--- config.mk ---
export PLATFORM = sky130hd
export DESIGN_NAME = vga_timing_controller
export DESIGN_NICKNAME = d
export VERILOG_FILES = /design/src/rtl/vga_pkg.sv /design/src/rtl/pixel_clk_div.sv /design/src/rtl/vga_timing_controller.sv
export SDC_FILE = /design/constraint.sdc
export NUM_CORES = 1
export LEC_CHECK = 0
export CORE_MARGIN = 5
export CORE_UTILIZATION = 44
export DETAILED_ROUTE_END_ITERATION = 6
export PLACE_DENSITY = 0.8
export SETUP_SLACK_MARGIN = 0.1
export SYNTH_ARGS = -nofsm -noshare
export SYNTH_HDL_FRONTEND = slang
export SYNTH_SLANG_ARGS = --single-unit
--- constraint.sdc ---
create_clock -name clk -period 2.2 [get_ports clk]
set_input_delay 0.44 -clock clk [delete_from_list [all_inputs] [get_ports clk]]
set_output_delay 0.44 -clock clk [all_outputs]
set_load 0.01 [all_outputs]
--- src/rtl/vga_pkg.sv ---
// Shared 640x480@60Hz raster constants and helpers used by the timing,
// renderer and sprite blocks.
package vga_pkg;

   localparam int CLK_DIV   = 2;
   localparam int COORD_W   = 10;

   localparam int H_VISIBLE = 640;
   localparam int H_FRONT   = 16;
   localparam int H_SYNC    = 96;
   localparam int H_BACK    = 48;
   localparam int H_TOTAL   = H_VISIBLE + H_FRONT + H_SYNC + H_BACK;

   localparam int V_VISIBLE = 480;
   localparam int V_FRONT   = 10;
   localparam int V_SYNC    = 2;
   localparam int V_BACK    = 33;
   localparam int V_TOTAL   = V_VISIBLE + V_FRONT + V_SYNC + V_BACK;

   localparam int SCREEN_W  = 640;
   localparam int SCREEN_H  = 480;

   // True when a coordinate lies inside the closed window [lo, hi].
   function automatic logic in_window(input logic [COORD_W-1:0] v,
                                      input logic [COORD_W-1:0] lo,
                                      input logic [COORD_W-1:0] hi);
      return (v >= lo) && (v <= hi);
   endfunction

endpackage

--- src/rtl/pixel_clk_div.sv ---
// Divides the system clock down to the pixel rate: a one-cycle pix_en per
// pixel and a registered DAC clock whose rising edge lands mid-pixel.
module pixel_clk_div #(
   parameter int CLK_DIV = 2
) (
   input  logic clk,
   input  logic rst,
   output logic pix_en,
   output logic vga_clk
);

   localparam int DW = (CLK_DIV > 1) ? $clog2(CLK_DIV) : 1;
   localparam logic [DW-1:0] DIV_LAST = DW'(CLK_DIV - 1);
   localparam logic [DW-1:0] DIV_HALF = DW'(CLK_DIV / 2);

   logic [DW-1:0] div_cnt;
   logic [DW-1:0] div_next;

   assign pix_en = (div_cnt == DIV_LAST);

   // Next divider count: wraps to zero after the last system clock of a pixel.
   always_comb begin
      div_next = div_cnt;
      if (div_cnt == DIV_LAST) begin
         div_next = {DW{1'b0}};
      end else begin
         div_next = div_cnt + DW'(1);
      end
   end

   // Divider state and DAC clock, both taken from the next count so they stay aligned.
   always_ff @(posedge clk or negedge rst) begin
      if (!rst) begin
         div_cnt <= {DW{1'b0}};
         vga_clk <= 1'b0;
      end else begin
         div_cnt <= div_next;
         vga_clk <= (div_next >= DIV_HALF);
      end
   end

endmodule

--- src/rtl/vga_timing_controller.sv ---
// Raster timing generator: pixel/line counters, active-low syncs aligned with
// the counters, line/frame strobes and a free-running frame counter.
module vga_timing_controller #(
   parameter int CLK_DIV   = vga_pkg::CLK_DIV,
   parameter int H_VISIBLE = vga_pkg::H_VISIBLE,
   parameter int H_FRONT   = vga_pkg::H_FRONT,
   parameter int H_SYNC    = vga_pkg::H_SYNC,
   parameter int H_BACK    = vga_pkg::H_BACK,
   parameter int V_VISIBLE = vga_pkg::V_VISIBLE,
   parameter int V_FRONT   = vga_pkg::V_FRONT,
   parameter int V_SYNC    = vga_pkg::V_SYNC,
   parameter int V_BACK    = vga_pkg::V_BACK
) (
   input  logic       clk,
   input  logic       rst,
   output logic [9:0] pixelx,
   output logic [9:0] pixely,
   output logic       hsync,
   output logic       vsync,
   output logic       vga_clk,
   output logic       video_on,
   output logic       line_tick,
   output logic       frame_tick,
   output logic [7:0] frame_count
);

   localparam int H_TOTAL = H_VISIBLE + H_FRONT + H_SYNC + H_BACK;
   localparam int V_TOTAL = V_VISIBLE + V_FRONT + V_SYNC + V_BACK;

   localparam logic [9:0] H_LAST = 10'(H_TOTAL - 1);
   localparam logic [9:0] V_LAST = 10'(V_TOTAL - 1);
   localparam logic [9:0] H_VIS  = 10'(H_VISIBLE);
   localparam logic [9:0] V_VIS  = 10'(V_VISIBLE);
   localparam logic [9:0] HS_LO  = 10'(H_VISIBLE + H_FRONT);
   localparam logic [9:0] HS_HI  = 10'(H_VISIBLE + H_FRONT + H_SYNC - 1);
   localparam logic [9:0] VS_LO  = 10'(V_VISIBLE + V_FRONT);
   localparam logic [9:0] VS_HI  = 10'(V_VISIBLE + V_FRONT + V_SYNC - 1);

   logic       pix_en;
   logic [9:0] x_next;
   logic [9:0] y_next;
   logic       line_wrap;
   logic       frame_wrap;

   pixel_clk_div #(
      .CLK_DIV (CLK_DIV)
   ) u_pixel_clk_div (
      .clk     (clk),
      .rst     (rst),
      .pix_en  (pix_en),
      .vga_clk (vga_clk)
   );

   assign video_on = (pixelx < H_VIS) && (pixely < V_VIS);

   // Next raster position; counters only move on pixel-enable cycles.
   always_comb begin
      x_next     = pixelx;
      y_next     = pixely;
      line_wrap  = 1'b0;
      frame_wrap = 1'b0;
      if (pix_en) begin
         if (pixelx == H_LAST) begin
            x_next    = 10'd0;
            line_wrap = 1'b1;
            if (pixely == V_LAST) begin
               y_next     = 10'd0;
               frame_wrap = 1'b1;
            end else begin
               y_next = pixely + 10'd1;
            end
         end else begin
            x_next = pixelx + 10'd1;
         end
      end else begin
         x_next = pixelx;
      end
   end

   // Counters, strobes and syncs; syncs decode the next position so they change with the counters.
   always_ff @(posedge clk or negedge rst) begin
      if (!rst) begin
         pixelx      <= 10'd0;
         pixely      <= 10'd0;
         hsync       <= 1'b1;
         vsync       <= 1'b1;
         line_tick   <= 1'b0;
         frame_tick  <= 1'b0;
         frame_count <= 8'd0;
      end else begin
         pixelx     <= x_next;
         pixely     <= y_next;
         line_tick  <= line_wrap;
         frame_tick <= frame_wrap;
         hsync      <= ~vga_pkg::in_window(x_next, HS_LO, HS_HI);
         vsync      <= ~vga_pkg::in_window(y_next, VS_LO, VS_HI);
         if (frame_wrap) begin
            frame_count <= frame_count + 8'd1;
         end else begin
            frame_count <= frame_count;
         end
      end
   end

endmodule

==> results.md <==
- Status: completed
- CP Max Fanout: 6
- Final Setup Violations: 0
- Initial antenna violation count: 0
- Vias in the first global route: 1,238
- Share of the synthesized area in the top cell type: 47.1%
- Worst EP required: 2.38 ns
- Fill cell total of the finished layout: 322
- Antenna Nets Post-Route: 0
- Largest net degree at the start of global routing: 34
- Skew-Pair Late Insertion Delay: 0.28 ns
- DR iter-0 viols: 85
- Worst Setup Path Type: reg2reg
- Multi-input combinational cell area: 773 sq um
- GRT Overall Usage: 14.2%
- Die Wd: 71.2 microns
- CTS root buf: clkbuf_8
- ANT cells: 0
- Initial DRT Pass Iterations: 4
- Largest cells by area after synthesis: dfrtp_1 47%, xnor2_1 6.4%, nand4_1 4.2%
- Achievable frequency: 471 MHz
- Top-count cell post-synth: dfrtp_1
- Pin slew with the least headroom to its limit: 0.401 ns
- RSZ-0062 raised after global routing: true
- Placer Congestion: 0.899
- Routed via count: 1,377
- Worst VDD drop: 0.351 mV
- Die Ht: 71.2 microns
- Row count: 22
- Async SR Flop Fraction: 100%
- Crit start category: register
- Avg WL per Cell: 14.3 microns
- Worst path arrival time: 2.31 ns
- Post-Syn Instances: 160
- First-pass GRT wire length: 5610 microns
- DRC: 0
- EDFF count, synth: 0
- Max-cap violations: 0
- Leading area contributor after synthesis: dfrtp_1
- PwrDens: 485 nW/um^2
- Share of layout cells above drive strength 1: 15.3%
- Vias per std cell: 5.36
- NumNets Final: 214
- Max-slew headroom: 73.3%
- IO Pins: 36
- Commonest cells post-synth: 31 x dfrtp_1, 12 x inv_1, 12 x xnor2_1, 11 x nand4_1, 10 x nand2_1
- H-tree depth: 2
- Num CTS Buffers: 5
- Top delay family on crit path: simple AND/OR/NAND/NOR gates
- Critical-path cell list: or3b_4 -> or4_4 -> or3_1 -> a22oi_2 -> nand4_1
- Final hold slack: 0.475 ns
- CTS sink count: 33
- Post-Syn Nets: 166
- Final WL: 3670 microns
- Port bufs: 35
- Leakage power: 0.964 nW
- Worst Setup End Kind: register
- HP Class: reg2reg
- Final Hold Fails: 0
- Crit-path slowest cell: or4_4
- CTS tree: built
- Worst Clk Skew: 0.00451 ns
- Mapped Area: 1650 sq um
- Most common flop cell mapped by yosys: dfrtp_1
- Die Area: 5070 sq um
- Register Area: 833 sq um
- Syn Area/Cell: 10.3 sq um
- Final setup TNS: 0 ns
- Fin. max-slew vios: 0
- Core Box Area: 3630 sq um
- Worst path max stage delay: 0.48 ns
- Post-synthesis sequential area ratio: 50.3%
- CP bufs+invs: 0
- Grt total ovfl: 0
- Area growth, synth to finish: 35.3%
- Synth warn: 0
- Tmin final: 2.12 ns
- Initial core utilization: 45.3%
- Clock buffer depth: 2
- Final worst path period share: 96.5%
- Reg clk slew, reported paths: 0.06 ns
- Detailed-placement wirelength estimate: 2550 microns
- Post-synthesis cell type count: 41
- # hold bufs at CTS: 0
- Post-synthesis register bit count: 33
==> worst register-to-register path, delay by kind of cell (launching register included) <==
kind,cells,cell delay [ns]
AOI/OAI and AO/OA,1,0.18
DFF,1,0.44
and+or+nand+nor,4,1.40
==> cell type report <==
class / instances / share of cell area (%)
clock buffer: 8 / 4.04
tap: 48 / 2.70
inverter: 12 / 2.02
timing repair buffer: 45 / 19.1
multi-input combinational: 111 / 34.7
sequential: 33 / 37.4
==> timing repair <==
item,CTS,global route
buffers inserted,0,4
gates cloned,0,1
setup endpoints to repair,1,16
pin swaps,0,1
gates resized for setup,0,5
==> metal layers <==
layer	up-vias	track usage, %	part of all wire, %
met5	-	0	0
met4	0	5.85	2.1
met3	11	5.11	5.7
met2	48	21.4	47
met1	655	18.3	45
li1	663	-	-
==> cells by family (layout without fill, tap and decap cells) <==
family	after synthesis	in the layout	share of synthesized area, %
xor gates and xnor gates	18	18	9.57
muxes	4	4	2.51
buffers and inverters	17	65	4.41
AOI/OAI and AO/OA	21	21	8.06
DFF	33	33	50.3
and+or+nand+nor	63	64	22.1
adders and majority gates	4	4	3.04
==> worst paths after layout <==
kind / from / cells past startpoint / endpoint / slack (ns)
hold reg to reg: frame_count[7]$_DFFE_PN0P_ / 1 / frame_count[7]$_DFFE_PN0P_ / 0.48
max in group asynchronous: rst / 2 / vsync$_DFF_PN1_ / 1.33
min in group asynchronous: rst / 2 / pixely[4]$_DFF_PN0_ / 0.56
setup reg to reg: pixelx[7]$_DFF_PN0_ / 5 / vsync$_DFF_PN1_ / 0.08
hold / removal: frame_count[7]$_DFFE_PN0P_ / 1 / frame_count[7]$_DFFE_PN0P_ / 0.48
setup / recovery: pixelx[7]$_DFF_PN0_ / 5 / vsync$_DFF_PN1_ / 0.08
==> metrics by stage <==
stage	total power [mW]	cell area (sq um)	worst slack (ns)	util, %	instances
after floorplan	0.618	1650	0.132	-	160
after global placement	0.633	2080	0.168	57.3	244
after detailed placement	0.633	2080	0.125	57.3	244
after CTS	1.09	2170	0.0478	59.7	252
after global routing	1.12	2230	0.00894	61.3	257
final	1.08	2230	0.0767	61.3	257
==> cell usage in the layout, fill, tap and decap left out, drive strengths merged <==
master and instances:
nand3b 1, buf 10, o21ai 8, a22oi 1
a211oi 3, a21oi 3, nand2b 1, mux2 1
xor2 6, or3b 2, or4 2, o31a 1
ha 4, nor2 7, o21a 1, xnor2 12
nand2 10, and2 3, or3 3, clkbuf 8
o31ai 1, nor3 6, clkdlybuf4s50 35, dfstp 2
a21o 1, a211o 1, or2 1, o211ai 1
nor2b 1, nor4 1, mux2i 3, inv 12
nand3 9, and3 3, and4 3, nand4 11
dfrtp 31
==> flip-flops by register name (all words and copies together), names as in the netlist <==
name                    count
frame_count                 8
u_pixel_clk_div.pix_en      1
line_tick                   1
vsync                       1
pixelx                     10
hsync                       1
pixely                     10
frame_tick                  1
==> power by group <==
| part | internal [mW] | switching (mW) | leakage, nW |
|---|---|---|---|
| registers | 0.607 | 0 | 0.433 |
| clock network | 0.255 | 0.204 | 0.0455 |
| logic | 0.00271 | 0.0111 | 0.485 |
Power figures use the tool's default switching activity.
